===== src/rtl/bus_arbiter_if.sv =====
// Bundle of the CPU/DMA requester ports and the device-side bus of bus_arbiter.
// The slave modport is the arbiter's view; the master modport is the environment's view.
interface bus_arbiter_if;
  logic        c_req;
  logic        c_we;
  logic [31:0] c_addr;
  logic [31:0] c_wdata;
  logic [3:0]  c_byteen;
  logic        c_gnt;
  logic        c_done;
  logic        c_err;
  logic [31:0] c_rdata;

  logic        d_req;
  logic        d_we;
  logic [31:0] d_addr;
  logic [31:0] d_wdata;
  logic [3:0]  d_byteen;
  logic        d_gnt;
  logic        d_done;
  logic        d_err;
  logic [31:0] d_rdata;

  logic [3:0]  m_sel;
  logic [31:0] m_addr;
  logic [31:0] m_wdata;
  logic [3:0]  m_byteen;
  logic [31:0] m_rdata_dm;
  logic [31:0] m_rdata_tc0;
  logic [31:0] m_rdata_tc1;

  modport slave (
    input  c_req, c_we, c_addr, c_wdata, c_byteen,
    output c_gnt, c_done, c_err, c_rdata,
    input  d_req, d_we, d_addr, d_wdata, d_byteen,
    output d_gnt, d_done, d_err, d_rdata,
    output m_sel, m_addr, m_wdata, m_byteen,
    input  m_rdata_dm, m_rdata_tc0, m_rdata_tc1
  );

  modport master (
    output c_req, c_we, c_addr, c_wdata, c_byteen,
    input  c_gnt, c_done, c_err, c_rdata,
    output d_req, d_we, d_addr, d_wdata, d_byteen,
    input  d_gnt, d_done, d_err, d_rdata,
    input  m_sel, m_addr, m_wdata, m_byteen,
    output m_rdata_dm, m_rdata_tc0, m_rdata_tc1
  );
endinterface


===== src/rtl/bus_arbiter.sv =====
// Round-robin CPU/DMA arbiter onto a decoded device bus (DM, TC0, TC1, INT).
// Define BUS_WAIT_EN to add WAIT_CYCLES wait cycles to timer (TC0/TC1) accesses.
module bus_arbiter #(
  parameter int unsigned WAIT_CYCLES = 2
) (
  input logic          clk,
  input logic          reset,
  bus_arbiter_if.slave bus
);

`ifdef BUS_WAIT_EN
  localparam int unsigned CntW = (WAIT_CYCLES > 1) ? $clog2(WAIT_CYCLES) : 1;
  typedef enum logic [1:0] {
    StIdle   = 2'd0,
    StAccess = 2'd1,
    StResp   = 2'd2,
    StWait   = 2'd3
  } state_e;
`else
  typedef enum logic [1:0] {
    StIdle   = 2'd0,
    StAccess = 2'd1,
    StResp   = 2'd2
  } state_e;

  logic unused_wait_cycles;
  assign unused_wait_cycles = ^WAIT_CYCLES;
`endif

  function automatic logic [3:0] addr_decode(input logic [31:0] a);
    logic [3:0] s;
    s = 4'b0000;
    if (a <= 32'h0000_2FFF) begin
      s = 4'b0001;
    end else if (a >= 32'h0000_7F00 && a <= 32'h0000_7F0B) begin
      s = 4'b0010;
    end else if (a >= 32'h0000_7F10 && a <= 32'h0000_7F1B) begin
      s = 4'b0100;
    end else if (a >= 32'h0000_7F20 && a <= 32'h0000_7F23) begin
      s = 4'b1000;
    end
    return s;
  endfunction

  state_e      state_q, state_d;
  logic        owner_q, owner_d;   // 0: CPU, 1: DMA
  logic        last_q, last_d;     // requester granted most recently
  logic        we_q, we_d;
  logic [31:0] addr_q, addr_d;
  logic [31:0] wdata_q, wdata_d;
  logic [3:0]  byteen_q, byteen_d;
  logic [3:0]  sel_q, sel_d;
`ifdef BUS_WAIT_EN
  logic [CntW-1:0] cnt_q, cnt_d;
`endif

  logic        win_dma;
  logic        c_gnt, d_gnt, c_done, d_done, c_err, d_err;
  logic [31:0] c_rdata, d_rdata, resp_rdata;
  logic [3:0]  m_sel, m_byteen;
  logic [31:0] m_addr, m_wdata;

  // On a tie the requester not granted last wins; a lone requester always wins.
  assign win_dma = bus.c_req ? (bus.d_req & ~last_q) : bus.d_req;

  always_comb begin
    if (sel_q[0]) begin
      resp_rdata = bus.m_rdata_dm;
    end else if (sel_q[1]) begin
      resp_rdata = bus.m_rdata_tc0;
    end else if (sel_q[2]) begin
      resp_rdata = bus.m_rdata_tc1;
    end else begin
      resp_rdata = 32'h0;
    end
  end

  always_comb begin
    state_d  = state_q;
    owner_d  = owner_q;
    last_d   = last_q;
    we_d     = we_q;
    addr_d   = addr_q;
    wdata_d  = wdata_q;
    byteen_d = byteen_q;
    sel_d    = sel_q;
`ifdef BUS_WAIT_EN
    cnt_d    = cnt_q;
`endif
    c_gnt    = 1'b0;
    d_gnt    = 1'b0;
    c_done   = 1'b0;
    d_done   = 1'b0;
    c_err    = 1'b0;
    d_err    = 1'b0;
    c_rdata  = 32'h0;
    d_rdata  = 32'h0;
    m_sel    = 4'b0000;
    m_addr   = 32'h0;
    m_wdata  = 32'h0;
    m_byteen = 4'b0000;

    unique case (state_q)
      StIdle: begin
        if ((bus.c_req || bus.d_req) && !reset) begin
          state_d  = StAccess;
          owner_d  = win_dma;
          last_d   = win_dma;
          we_d     = win_dma ? bus.d_we     : bus.c_we;
          addr_d   = win_dma ? bus.d_addr   : bus.c_addr;
          wdata_d  = win_dma ? bus.d_wdata  : bus.c_wdata;
          byteen_d = win_dma ? bus.d_byteen : bus.c_byteen;
          sel_d    = addr_decode(win_dma ? bus.d_addr : bus.c_addr);
          c_gnt    = ~win_dma;
          d_gnt    = win_dma;
        end
      end

      StAccess: begin
        m_sel    = sel_q;
        m_addr   = addr_q;
        m_wdata  = wdata_q;
        m_byteen = (we_q && sel_q != 4'b0000) ? byteen_q : 4'b0000;
`ifdef BUS_WAIT_EN
        if ((sel_q[1] || sel_q[2]) && (WAIT_CYCLES != 0)) begin
          state_d = StWait;
          cnt_d   = CntW'(WAIT_CYCLES - 1);
        end else begin
          state_d = StResp;
        end
`else
        state_d  = StResp;
`endif
      end

`ifdef BUS_WAIT_EN
      StWait: begin
        m_sel    = sel_q;
        m_addr   = addr_q;
        m_wdata  = wdata_q;
        m_byteen = we_q ? byteen_q : 4'b0000;
        if (cnt_q == '0) begin
          state_d = StResp;
        end else begin
          cnt_d = cnt_q - 1'b1;
        end
      end
`endif

      StResp: begin
        state_d = StIdle;
        if (owner_q) begin
          d_done  = 1'b1;
          d_err   = (sel_q == 4'b0000);
          d_rdata = resp_rdata;
        end else begin
          c_done  = 1'b1;
          c_err   = (sel_q == 4'b0000);
          c_rdata = resp_rdata;
        end
      end

      default: state_d = StIdle;
    endcase
  end

  always_ff @(posedge clk or posedge reset) begin
    if (reset) begin
      state_q  <= StIdle;
      owner_q  <= 1'b0;
      last_q   <= 1'b1;  // CPU wins the first tie after reset
      we_q     <= 1'b0;
      addr_q   <= 32'h0;
      wdata_q  <= 32'h0;
      byteen_q <= 4'b0000;
      sel_q    <= 4'b0000;
`ifdef BUS_WAIT_EN
      cnt_q    <= '0;
`endif
    end else begin
      state_q  <= state_d;
      owner_q  <= owner_d;
      last_q   <= last_d;
      we_q     <= we_d;
      addr_q   <= addr_d;
      wdata_q  <= wdata_d;
      byteen_q <= byteen_d;
      sel_q    <= sel_d;
`ifdef BUS_WAIT_EN
      cnt_q    <= cnt_d;
`endif
    end
  end

  assign bus.c_gnt    = c_gnt;
  assign bus.d_gnt    = d_gnt;
  assign bus.c_done   = c_done;
  assign bus.d_done   = d_done;
  assign bus.c_err    = c_err;
  assign bus.d_err    = d_err;
  assign bus.c_rdata  = c_rdata;
  assign bus.d_rdata  = d_rdata;
  assign bus.m_sel    = m_sel;
  assign bus.m_addr   = m_addr;
  assign bus.m_wdata  = m_wdata;
  assign bus.m_byteen = m_byteen;

endmodule


===== src/flat_wrapper.sv =====
// flat-port wrapper written by rule: the top's interface ports become plain ports
module bus_arbiter_flat 
#(
  parameter int unsigned WAIT_CYCLES = 2
)
  (clk, reset, bus_c_req, bus_c_we, bus_c_addr, bus_c_wdata, bus_c_byteen, bus_c_gnt, bus_c_done, bus_c_err, bus_c_rdata, bus_d_req, bus_d_we, bus_d_addr, bus_d_wdata, bus_d_byteen, bus_d_gnt, bus_d_done, bus_d_err, bus_d_rdata, bus_m_sel, bus_m_addr, bus_m_wdata, bus_m_byteen, bus_m_rdata_dm, bus_m_rdata_tc0, bus_m_rdata_tc1);
  bus_arbiter_if bus_i ();
  input logic clk;
  input logic reset;
  input wire logic [$bits(bus_i.c_req)-1:0] bus_c_req;
  input wire logic [$bits(bus_i.c_we)-1:0] bus_c_we;
  input wire logic [$bits(bus_i.c_addr)-1:0] bus_c_addr;
  input wire logic [$bits(bus_i.c_wdata)-1:0] bus_c_wdata;
  input wire logic [$bits(bus_i.c_byteen)-1:0] bus_c_byteen;
  output wire logic [$bits(bus_i.c_gnt)-1:0] bus_c_gnt;
  output wire logic [$bits(bus_i.c_done)-1:0] bus_c_done;
  output wire logic [$bits(bus_i.c_err)-1:0] bus_c_err;
  output wire logic [$bits(bus_i.c_rdata)-1:0] bus_c_rdata;
  input wire logic [$bits(bus_i.d_req)-1:0] bus_d_req;
  input wire logic [$bits(bus_i.d_we)-1:0] bus_d_we;
  input wire logic [$bits(bus_i.d_addr)-1:0] bus_d_addr;
  input wire logic [$bits(bus_i.d_wdata)-1:0] bus_d_wdata;
  input wire logic [$bits(bus_i.d_byteen)-1:0] bus_d_byteen;
  output wire logic [$bits(bus_i.d_gnt)-1:0] bus_d_gnt;
  output wire logic [$bits(bus_i.d_done)-1:0] bus_d_done;
  output wire logic [$bits(bus_i.d_err)-1:0] bus_d_err;
  output wire logic [$bits(bus_i.d_rdata)-1:0] bus_d_rdata;
  output wire logic [$bits(bus_i.m_sel)-1:0] bus_m_sel;
  output wire logic [$bits(bus_i.m_addr)-1:0] bus_m_addr;
  output wire logic [$bits(bus_i.m_wdata)-1:0] bus_m_wdata;
  output wire logic [$bits(bus_i.m_byteen)-1:0] bus_m_byteen;
  input wire logic [$bits(bus_i.m_rdata_dm)-1:0] bus_m_rdata_dm;
  input wire logic [$bits(bus_i.m_rdata_tc0)-1:0] bus_m_rdata_tc0;
  input wire logic [$bits(bus_i.m_rdata_tc1)-1:0] bus_m_rdata_tc1;
  assign bus_i.c_req = bus_c_req;
  assign bus_i.c_we = bus_c_we;
  assign bus_i.c_addr = bus_c_addr;
  assign bus_i.c_wdata = bus_c_wdata;
  assign bus_i.c_byteen = bus_c_byteen;
  assign bus_c_gnt = bus_i.c_gnt;
  assign bus_c_done = bus_i.c_done;
  assign bus_c_err = bus_i.c_err;
  assign bus_c_rdata = bus_i.c_rdata;
  assign bus_i.d_req = bus_d_req;
  assign bus_i.d_we = bus_d_we;
  assign bus_i.d_addr = bus_d_addr;
  assign bus_i.d_wdata = bus_d_wdata;
  assign bus_i.d_byteen = bus_d_byteen;
  assign bus_d_gnt = bus_i.d_gnt;
  assign bus_d_done = bus_i.d_done;
  assign bus_d_err = bus_i.d_err;
  assign bus_d_rdata = bus_i.d_rdata;
  assign bus_m_sel = bus_i.m_sel;
  assign bus_m_addr = bus_i.m_addr;
  assign bus_m_wdata = bus_i.m_wdata;
  assign bus_m_byteen = bus_i.m_byteen;
  assign bus_i.m_rdata_dm = bus_m_rdata_dm;
  assign bus_i.m_rdata_tc0 = bus_m_rdata_tc0;
  assign bus_i.m_rdata_tc1 = bus_m_rdata_tc1;
  bus_arbiter #(.WAIT_CYCLES(WAIT_CYCLES)) u_core (.clk(clk), .reset(reset), .bus(bus_i));
endmodule

===== config.mk =====
export PLATFORM = sky130hd
export DESIGN_NAME = bus_arbiter_flat
export DESIGN_NICKNAME = d
export VERILOG_FILES = /design/src/rtl/bus_arbiter_if.sv /design/src/rtl/bus_arbiter.sv /design/src/flat_wrapper.sv
export SDC_FILE = /design/constraint.sdc
export NUM_CORES = 1
export LEC_CHECK = 0
export ABC_CLOCK_PERIOD_IN_PS = 6300
export BUFFER_PORTS_ARGS = -buffer_cell sky130_fd_sc_hd__buf_2
export CORE_AREA = 2 2 147 149
export CTS_CLUSTER_SIZE = 28
export DETAILED_ROUTE_END_ITERATION = 7
export DIE_AREA = 0 0 149 151
export GPL_ROUTABILITY_DRIVEN = 1
export HOLD_SLACK_MARGIN = 0.12
export SYNTH_ARGS = -nofsm -noshare
export SYNTH_HDL_FRONTEND = slang
export SYNTH_SLANG_ARGS = --single-unit

===== constraint.sdc =====
create_clock -name clk -period 6.3 [get_ports clk]
set_input_delay 0.945 -clock clk [delete_from_list [all_inputs] [get_ports clk]]
set_output_delay 0.945 -clock clk [all_outputs]
set_load 0.03 [all_outputs]

* Yosys cells after proc, flatten, opt, wreduce, memory -nomap -nowiden *
Cells that the tools add are included.
Widths: inputs -> output; s select.

word-level totals
  flip-flop bits (word level) = 77
  input port bits = 238
  logic and storage cells = 67

operators by class
  reductions and logical operators = 11
  order comparisons = 7
  multiplexer cells = 35
  bitwise operators = 3
  equal/unequal tests = 3

operator list
  cell                  count
  $mux 32               11
  $ge 32x15->1 const B  3
  $le 32x15->1 const B  3
  $le 32x14->1 const B  1
  $mux 4                8
  $mux 1                14
  $logic_and 1x1->1     5
  $logic_not 4->1       1
  $pmux 2 s2            1
  $reduce_bool 4->1     1
  $eq 2x1->1 const B    1
  $eq 2x2->1 const B    1
  $logic_not 2->1       1
  $mux 2                1
  $ne 2x1->1 const B    1
  $not 1->1             2
  $reduce_and 2->1      1
  $and 1x1->1           1
  $logic_not 1->1       1
  $logic_or 1x1->1      1

* Depth between registers and ports, before layout *
Gate-level depths: netlist of run 1.

  depth after elaboration = 10
  gate-level depth with buffers = 7
  depth with buffers taken out = 5

* Worst setup path after synthesis of run 1 *
Ideal clock, no wire load.

  path kind = in2out
  start = input port reset
  end = output port bus_c_gnt
  buffers on the path = 2
  path slack = 3.140 ns
  stages = 4
  required time = 5.355 ns
  arrival = 2.215 ns
  path through = or4_4 -> buf_2 -> buf_2 -> nor2_1

between the ends
  cells in the longest elaborated chain, start to end = 4

ends and longest elaborated chain
  item                RTL line            source
  start: declaration  flat_wrapper.sv:9   input logic reset;
  $logic_not 1->1     bus_arbiter.sv:105  if ((bus.c_req || bus.d_req) && !reset) begin
  $logic_and 1x1->1   bus_arbiter.sv:105
  $mux 1              bus_arbiter.sv:105
  $mux 1              bus_arbiter.sv:103  unique case (state_q)
  end: declaration    flat_wrapper.sv:15  output wire logic [$bits(bus_i.c_gnt)-1:0] bus_c_gnt;

Every way passes these cells.

* Worst setup path after layout of run 1 *
  start = input port reset
  end = output port bus_d_gnt

between the ends
  cells in the longest elaborated chain, start to end = 4

ends and longest elaborated chain
  item               RTL line            source
  $logic_not 1->1    bus_arbiter.sv:105
  $logic_and 1x1->1  bus_arbiter.sv:105
  $mux 1             bus_arbiter.sv:105
  $mux 1             bus_arbiter.sv:103
  end: declaration   flat_wrapper.sv:24  output wire logic [$bits(bus_i.d_gnt)-1:0] bus_d_gnt;

Every way passes these cells.

==> flow_metrics.py, run 1 <==
metrics = {
    "route": {
        "drt_iter0_markers": 180,
        "wl_um": 19400,
        "first_pass_iters": 6,
        "num_vias": 5757,
        "via_per_inst": 4.55,
        "drtAntennaViolNets": 0,
        "wl_per_cell_um": 15.3,
        "drc_errors": 0,
    },
    "synth": {
        "synth_fp_nets": 880,
        "synth_edf_count": 0,
        "ys_ff_latch": 77,
        "yosysSeqAreaShare": 0.386,
        "yosys_warnings": 0,
        "synth_area_leaders": "dfrtp_1, and2_1, nand2_1",
        "synthFlopType": "dfrtp_1",
        "syn_inst": 642,
        "async_reset_ff_frac": 1.00,
        "yosysTopAreaCell": "dfrtp_1",
        "netlist_area_um2": 4990,
        "syn_area_per_cell_um2": 7.77,
        "synth_cell_types": 37,
        "yosysTopAreaCellShare": 0.381,
    },
    "clock_network": {
        "tritoncts": "yes",
        "clock_path_buffers": 2,
        "cts-htree-levels": 3,
        "holdBufCountCts": 0,
        "path_clk_slew_ns": 0.06,
        "insertion_delay_ns": 0.34,
        "postCtsSetupRepairBufs": 0,
        "cts_buffers": 9,
        "cts_sinks": 77,
        "root_buffer": "clkbuf_16",
        "cts_resized": 0,
    },
    "critical_path": {
        "worstPathArrival_ns": 2.39,
        "r2r_setup_slack_ns": 3.70,
        "crit_fanout": 67,
        "critPathTopFamily": "simple AND/OR/NAND/NOR gates",
        "crit_path_top_delay_cell": "or4_4",
        "r2r-start": "u_core.state_q[1]$_DFFE_PP0P_",
        "max_stage_delay_ns": 0.77,
        "worstPathBufferInverterCount": 2,
        "path_common_cell": "buf_2",
        "required_ns": 5.35,
        "crit_chain": "buf_2 > or4_4 > nor2_1 > buf_2",
        "worst_setup_path_start_kind": "input port",
        "r2r_cells": 4,
        "r2r-end": "u_core.wdata_q[9]$_DFFE_PP0P_",
        "endpoint_kind": "output port",
        "critPathKind": "input port to output port",
    },
    "sta": {
        "post-route-period-util": 0.529,
        "whs_ns": 0.468,
        "hold_viol_final": 0,
        "max_freq_mhz": 300,
        "tightest_slew_ns": 1.01,
        "rsz0062_at_grt": "no",
        "fin_worst_skew_ns": 0.00636,
        "maxSlewHeadroom": 0.325,
        "period_minus_slack_ns": 3.33,
        "finalMaxSlewViolations": 0,
        "setup_tns_ns": 0,
        "setup_viol": 0,
    },
    "global_route": {
        "grt_max_degree": 78,
        "antenna_found_initial": 1,
        "grt_pass1_vias": 5455,
        "grt_pass1_wl_um": 28900,
        "gr-total-overflow": 0,
        "track_usage": 0.166,
    },
    "placed_design": {
        "place_congestion": 0.847,
        "io_buffers": 379,
        "dpl.hpwl_um": 15200,
    },
    "min_path": {
        "hold_end": "u_core.addr_q[18]$_DFFE_PP0P_",
        "worstHoldPathType": "register to register",
        "hp-start": "u_core.addr_q[18]$_DFFE_PP0P_",
        "holdPathStages": 2,
    },
    "die": {
        "row_count": 53,
        "die_y_um": 151,
        "fp.dieArea_um2": 22500,
        "chipWidth_um": 149,
        "core_um2": 20800,
        "start_util": 0.240,
        "ioPinCount": 380,
    },
    "layout": {
        "drive_gt1_frac": 0.419,
        "syn_to_final_growth_pct": 48.5,
        "fin_nets": 1223,
    },
    "pwr": {
        "swShare": 0.359,
        "p_seq_frac": 0.341,
        "p_switching_uw": 713,
        "pwr-share-comb": 0.356,
        "vdd_drop_max_mv": 0.123,
        "p_leak_nw": 3.98,
        "pwr-share-clk": 0.303,
        "power.total_mw": 1.99,
        "cellPowerDensity_nw_per_um2": 268,
        "p_int_mw": 1.27,
    },
    "job": {
        "drv.max_cap_violation_count": 0,
    },
    "outcome": {
        "status": "finished clean",
    },
}
==> flip-flops by register name, indices dropped and copies added, names as in the netlist <==
name	count
u_core.owner_q	1
u_core.wdata_q	32
u_core.last_q	1
u_core.byteen_q	4
u_core.addr_q	32
u_core.sel_q	4
u_core.state_q	2
u_core.we_q	1
==> worst reg2reg max path, delay by kind of cell (launching register included) <==
family                 cells  cell delay, ns
buffers and inverters      2            0.91
and+or+nand+nor            1            0.85
DFF                        1            0.44
AOI/OAI and AO/OA          1            0.25
==> cells in the mapped netlist, types with 3 or more instances <==
master    instances
a21oi_1           3
a221o_1          32
a31oi_1          40
and2_1           72
buf_2            17
buf_6             3
clkbuf_1         34
dfrtp_1          76
inv_1             4
mux2i_1          30
nand2_1         114
nand4_1           4
nor2_1          113
nor4_1            9
o21ai_0          59
o21ai_1           5
==> worst max-delay path by stage <==
stage	from	to	depth (start not counted)
after detailed placement	reset	bus_c_gnt	4
after global placement	reset	bus_c_gnt	4
after CTS	reset	bus_c_gnt	4
after global routing	u_core.sel_q[0]$_DFFE_PP0P_	bus_c_rdata[31]	5
after floorplan	reset	bus_c_gnt	4
final	reset	bus_d_gnt	4
==> layout make-up <==
type / instances / area [um^2]
fill: 2235 / 13400
multi-input combinational: 503 / 2800
timing repair buffer: 389 / 1970
sequential: 77 / 1930
tap: 275 / 344
clock buffer: 10 / 239
clock inverter: 6 / 110
inverter: 5 / 20.0
antenna: 1 / 2.50
==> metrics by stage <==
| step | instance area (um^2) | util | instances | setup WS (ns) |
|---|---|---|---|---|
| final | 7410 | 0.356 | 1266 | 2.97 |
| after detailed placement | 7060 | 0.339 | 1249 | 2.90 |
| after global placement | 7060 | 0.339 | 1249 | 2.92 |
| after floorplan | 4990 | - | 642 | 3.14 |
| after global routing | 7410 | 0.356 | 1266 | 2.85 |
| after CTS | 7410 | 0.356 | 1265 | 2.90 |
==> power by group through the flow <==
stage	clock network [mW]	logic, mW	registers (mW)
finish	0.602	0.708	0.677
global route	0.644	0.787	0.696
CTS	0.621	0.723	0.679
detailed placement	0	0.722	0.686
global placement	0	0.713	0.684
floorplan	0	0.487	0.664
==> cell families (layout without fill, tap and decap cells) <==
kind of cell    after synthesis  in the layout  synth area share
compound gates              144            144             0.191
buf+inv                      62            410            0.0569
flops                        77             77             0.386
mux                          31             31            0.0624
other cells                   0              1                 0
simple gates                328            328             0.303
==> layout by cell type, fill, tap and decap left out, drive strengths merged, types with 9 or more instances in the layout <==
cell type,instances
clkbuf,10
nor2,113
and2,72
mux2i,30
a31oi,40
nand2,114
nor4,9
o21ai,64
a221o,32
buf,389
dfrtp,76
==> metal layers <==
layer,global-route usage,part of all wire
met1,0.198,0.41
met2,0.299,0.52
met3,0.0343,0.063
met4,0.0505,0.016
met5,0,0
Power figures use the tool's default switching activity.
==> inputs of run 2 (changes only) <==
- ABC_CLOCK_PERIOD_IN_PS: 6300 -> 2700
- CORE_AREA: 2 2 147 149 -> 2 2 146 148
- DIE_AREA: 0 0 149 151 -> 0 0 148 150
- clock period: 6.3 -> 2.7 ns (I/O delays scaled with it)
==> flow_metrics.py, run 2 (synthesized netlist as in run 1, its figures left out) <==
metrics = {
    "placed_design": {
        "dpl.hpwl_um": 15300,
        "place_congestion": 0.878,
        "dp.cells": 1254,
        "io_buffers": 379,
    },
    "critical_path": {
        "required_ns": 2.30,
        "worst_setup_path_start_kind": "register",
        "max_stage_delay_ns": 0.78,
        "worstPathArrival_ns": 2.07,
        "crit_start": "u_core.state_q[1]$_DFFE_PP0P_",
        "worstPathBufferInverterCount": 1,
        "crit_path_top_delay_cell": "or3b_2",
        "critPathKind": "register to output port",
        "critPathTopFamily": "simple AND/OR/NAND/NOR gates",
        "crit_fanout": 34,
        "endpoint_kind": "output port",
        "crit_chain": "or3b_2 > nor2_1 > buf_2",
        "critical_path.endpoint": "bus_c_err",
        "r2r_cells": 4,
        "r2r-end": "u_core.sel_q[3]$_DFFE_PP0P_",
        "r2r-start": "u_core.last_q$_DFFE_PP1P_",
        "crit_cells": 3,
        "r2r_setup_slack_ns": 0.82,
    },
    "global_route": {
        "use_met3": 0.0341,
        "track_usage": 0.169,
        "use_met2": 0.304,
        "antenna_found_initial": 2,
        "grt_max_degree": 86,
        "grt_use_met1": 0.200,
        "busiest_layer": "met2",
        "gr-total-overflow": 0,
        "grt_pass1_vias": 5614,
        "grt_pass1_wl_um": 29400,
    },
    "die": {
        "start_util": 0.241,
        "row_count": 53,
        "chipWidth_um": 148,
        "die_y_um": 150,
        "fp.dieArea_um2": 22200,
        "core_um2": 20700,
        "ioPinCount": 380,
    },
    "clock_network": {
        "holdBufCountCts": 0,
        "clock_path_buffers": 2,
        "tritoncts": "yes",
        "cts_resized": 0,
        "cts-htree-levels": 3,
        "cts_buffers": 9,
        "root_buffer": "clkbuf_16",
        "postCtsSetupRepairBufs": 0,
        "path_clk_slew_ns": 0.06,
        "insertion_delay_ns": 0.34,
        "cts_sinks": 77,
    },
    "route": {
        "wl_per_cell_um": 15.4,
        "wl_um": 19600,
        "drtAntennaViolNets": 0,
        "drt_iter0_markers": 217,
        "drc_errors": 0,
        "via_per_inst": 4.58,
        "first_pass_iters": 4,
        "num_vias": 5831,
    },
    "layout": {
        "drive_gt1_frac": 0.421,
        "finish.utilization": 0.359,
        "mostFrequentLayoutCell": "buf_2",
        "final_cells": 1272,
        "layout_common_cells": "buf_2, nand2_1, nor2_1",
        "top_regs": "u_core.addr_q (32), u_core.wdata_q (32)",
        "fin_nets": 1228,
        "syn_to_final_growth_pct": 48.9,
    },
    "sta": {
        "setup_tns_ns": 0,
        "whs_ns": 0.147,
        "max_freq_mhz": 405,
        "tightest_slew_ns": 0.769,
        "fin_worst_skew_ns": 0.00826,
        "finalMaxSlewViolations": 0,
        "period_minus_slack_ns": 2.47,
        "hold_viol_final": 0,
        "maxSlewHeadroom": 0.487,
        "post-route-period-util": 0.915,
        "rsz0062_at_grt": "no",
        "setup_viol": 0,
    },
    "outcome": {
        "status": "finished clean",
    },
    "pwr": {
        "vdd_drop_max_mv": 0.253,
        "cellPowerDensity_nw_per_um2": 605,
        "p_leak_nw": 3.99,
    },
    "min_path": {
        "worstHoldPathType": "input port to async pin",
    },
    "job": {
        "drv.max_cap_violation_count": 0,
    },
}
==> run 2: final cells by class <==
type                    count  area [um^2]
multi-input cells         503         2800
repair buffers            394         2030
flip-flops and latches     77         1930
clock inverters             5         58.8
well taps                 275          344
diodes                      2         5.00
clock buffers              11          243
fillers                  2230        13300
inverters                   5         20.0
==> run 2: metal layers <==
| metal | vias up | wire (um) |
|---|---|---|
| met5 | - | 0 |
| met4 | 0 | 232 |
| met3 | 15 | 1270 |
| met2 | 225 | 10100 |
| met1 | 2686 | 7990 |
| li1 | 2905 | - |
==> run 2: how the worst min path moves through the flow <==
stage                                        startpoint                             to  slack, ns  cells after the start
final                                             reset  u_core.state_q[0]$_DFFE_PP0P_       0.15                      2
after global routing                              reset  u_core.addr_q[25]$_DFFE_PP0P_       0.18                      2
after CTS                                         reset  u_core.addr_q[30]$_DFFE_PP0P_       0.16                      2
after detailed placement  u_core.addr_q[11]$_DFFE_PP0P_  u_core.addr_q[11]$_DFFE_PP0P_       0.46                      2
after global placement    u_core.addr_q[27]$_DFFE_PP0P_  u_core.addr_q[27]$_DFFE_PP0P_       0.45                      2
after floorplan           u_core.addr_q[28]$_DFFE_PP0P_  u_core.addr_q[28]$_DFFE_PP0P_       0.44                      2
==> run 2: metrics by stage <==
step / instance area (um^2) / setup WS, ns / power, mW
after global placement: 7120 / 0.598 / 3.26
after detailed placement: 7120 / 0.590 / 3.29
after global routing: 7430 / 0.149 / 4.80
after floorplan: 4990 / 0.330 / 2.69
final: 7430 / 0.229 / 4.49
after CTS: 7420 / 0.215 / 4.56
==> run 2: report_power, final <==
part	switching, mW	internal, mW
clock	0.499	0.744
combinational	1.05	0.625
sequential	0.136	1.44
total	1.68	2.81
==> inputs of run 3 (changes only) <==
- ABC_CLOCK_PERIOD_IN_PS: 2700 -> 3150
- CORE_AREA: 2 2 146 148 -> 2 2 147 149
- DIE_AREA: 0 0 148 150 -> 0 0 149 151
- HOLD_SLACK_MARGIN: 0.12 -> 0.15
- clock period: 2.7 -> 3.15 ns (I/O delays scaled with it)
==> flow_metrics.py, run 3 (synthesized netlist as in run 1, its figures left out) <==
metrics = {
    "outcome": {
        "status": "finished clean",
    },
    "sta": {
        "period_minus_slack_ns": 2.77,
        "finalMaxSlewViolations": 0,
        "hold_viol_final": 0,
        "fin_worst_skew_ns": 0.00652,
        "setup_viol": 0,
        "whs_ns": 0.235,
        "setup_tns_ns": 0,
        "tightest_slew_ns": 0.744,
        "rsz0062_at_grt": "no",
        "max_freq_mhz": 361,
        "post-route-period-util": 0.879,
        "maxSlewHeadroom": 0.504,
    },
    "layout": {
        "top_regs": "u_core.addr_q (32), u_core.wdata_q (32)",
        "layout_common_cells": "buf_2, nand2_1, nor2_1",
        "drive_gt1_frac": 0.420,
        "mostFrequentLayoutCell": "buf_2",
        "fin_nets": 1225,
        "syn_to_final_growth_pct": 49.8,
    },
    "route": {
        "drc_errors": 0,
        "first_pass_iters": 4,
        "wl_um": 20100,
        "drt_iter0_markers": 169,
        "wl_per_cell_um": 15.8,
        "drtAntennaViolNets": 0,
        "via_per_inst": 4.56,
        "num_vias": 5777,
    },
    "critical_path": {
        "critical_path.endpoint": "bus_d_rdata[20]",
        "required_ns": 2.68,
        "worstPathArrival_ns": 2.30,
        "r2r-end": "u_core.wdata_q[10]$_DFFE_PP0P_",
        "crit_fanout": 19,
        "crit_start": "u_core.sel_q[2]$_DFFE_PP0P_",
        "worst_setup_path_start_kind": "register",
        "r2r_setup_slack_ns": 1.18,
        "r2r_cells": 5,
        "r2r-start": "u_core.state_q[1]$_DFFE_PP0P_",
        "endpoint_kind": "output port",
        "critPathKind": "register to output port",
    },
    "clock_network": {
        "cts_sinks": 77,
        "insertion_delay_ns": 0.34,
        "postCtsSetupRepairBufs": 0,
        "cts_buffers": 9,
        "root_buffer": "clkbuf_16",
        "cts_resized": 0,
        "path_clk_slew_ns": 0.06,
        "holdBufCountCts": 0,
        "cts-htree-levels": 3,
        "tritoncts": "yes",
        "clock_path_buffers": 2,
    },
    "die": {
        "die_y_um": 151,
        "core_um2": 20800,
        "start_util": 0.240,
        "fp.dieArea_um2": 22500,
        "ioPinCount": 380,
        "chipWidth_um": 149,
        "row_count": 53,
    },
    "global_route": {
        "grt_pass1_wl_um": 29200,
        "track_usage": 0.169,
        "gr-total-overflow": 0,
        "grt_max_degree": 70,
        "antenna_found_initial": 3,
        "grt_pass1_vias": 5533,
    },
    "pwr": {
        "vdd_drop_max_mv": 0.281,
        "cellPowerDensity_nw_per_um2": 538,
        "power.total_mw": 4.02,
        "p_leak_nw": 4.01,
    },
    "job": {
        "drv.max_cap_violation_count": 0,
    },
    "placed_design": {
        "dpl.hpwl_um": 15800,
        "place_congestion": 0.840,
        "io_buffers": 379,
    },
    "min_path": {
        "worstHoldPathType": "input port to async pin",
    },
}
-- run 3: area by class of cell --
type	count	area (um^2)
clock buffers	11	253
well taps	275	344
multi-input cells	503	2800
flip-flops and latches	77	1930
diodes	1	2.50
fillers	2215	13300
clock inverters	5	106
repair buffers	391	2020
inverters	5	20.0
-- run 3: per-layer routing --
metal / global-route usage / wire length [um] / up-vias / part of all wire
met1: 0.186 / 7840 / 2625 / 0.39
li1: - / - / 2908 / -
met3: 0.0395 / 1320 / 22 / 0.066
met4: 0.0500 / 257 / 2 / 0.013
met5: 0 / 13 / - / 0.00065
met2: 0.322 / 10600 / 220 / 0.53
-- run 3: critical path: stages, from the launching register on --
cell and delay, ns:
dfrtp_1 0.37, nor2b_2 0.51, buf_4 0.35, a221o_1 0.18, o21ai_0 0.12, nor2_1 0.20, buf_2 0.23
-- run 3: worst min path at each step --
stage                                   from                            end  slack, ns  depth (start not counted)
6_report                               reset  u_core.state_q[1]$_DFFE_PP0P_       0.23                          2
5_1_grt                                reset  u_core.state_q[1]$_DFFE_PP0P_       0.30                          2
4_1_cts                                reset  u_core.state_q[1]$_DFFE_PP0P_       0.26                          2
3_5_place_dp   u_core.addr_q[12]$_DFFE_PP0P_  u_core.addr_q[12]$_DFFE_PP0P_       0.46                          2
3_3_place_gp   u_core.addr_q[24]$_DFFE_PP0P_  u_core.addr_q[24]$_DFFE_PP0P_       0.46                          2
2_1_floorplan  u_core.addr_q[28]$_DFFE_PP0P_  u_core.addr_q[28]$_DFFE_PP0P_       0.44                          2
-- run 3: per-stage QoR --
| stage | util | instances | cell area [um^2] | worst slack, ns |
|---|---|---|---|---|
| 2_1_floorplan | - | 642 | 4990 | 0.712 |
| 3_3_place_gp | 0.342 | 1251 | 7110 | 0.750 |
| 3_5_place_dp | 0.342 | 1251 | 7110 | 0.712 |
| 4_1_cts | 0.359 | 1267 | 7470 | 0.336 |
| 5_1_grt | 0.359 | 1267 | 7470 | 0.190 |
| 6_report | 0.359 | 1268 | 7470 | 0.381 |
-- run 3: report_power, final --
group / internal [mW] / leakage, nW / total [mW] / switching [mW]
sequential: 1.23 / 0.905 / 1.36 / 0.130
combinational: 0.531 / 2.93 / 1.41 / 0.880
clock: 0.819 / 0.172 / 1.25 / 0.428
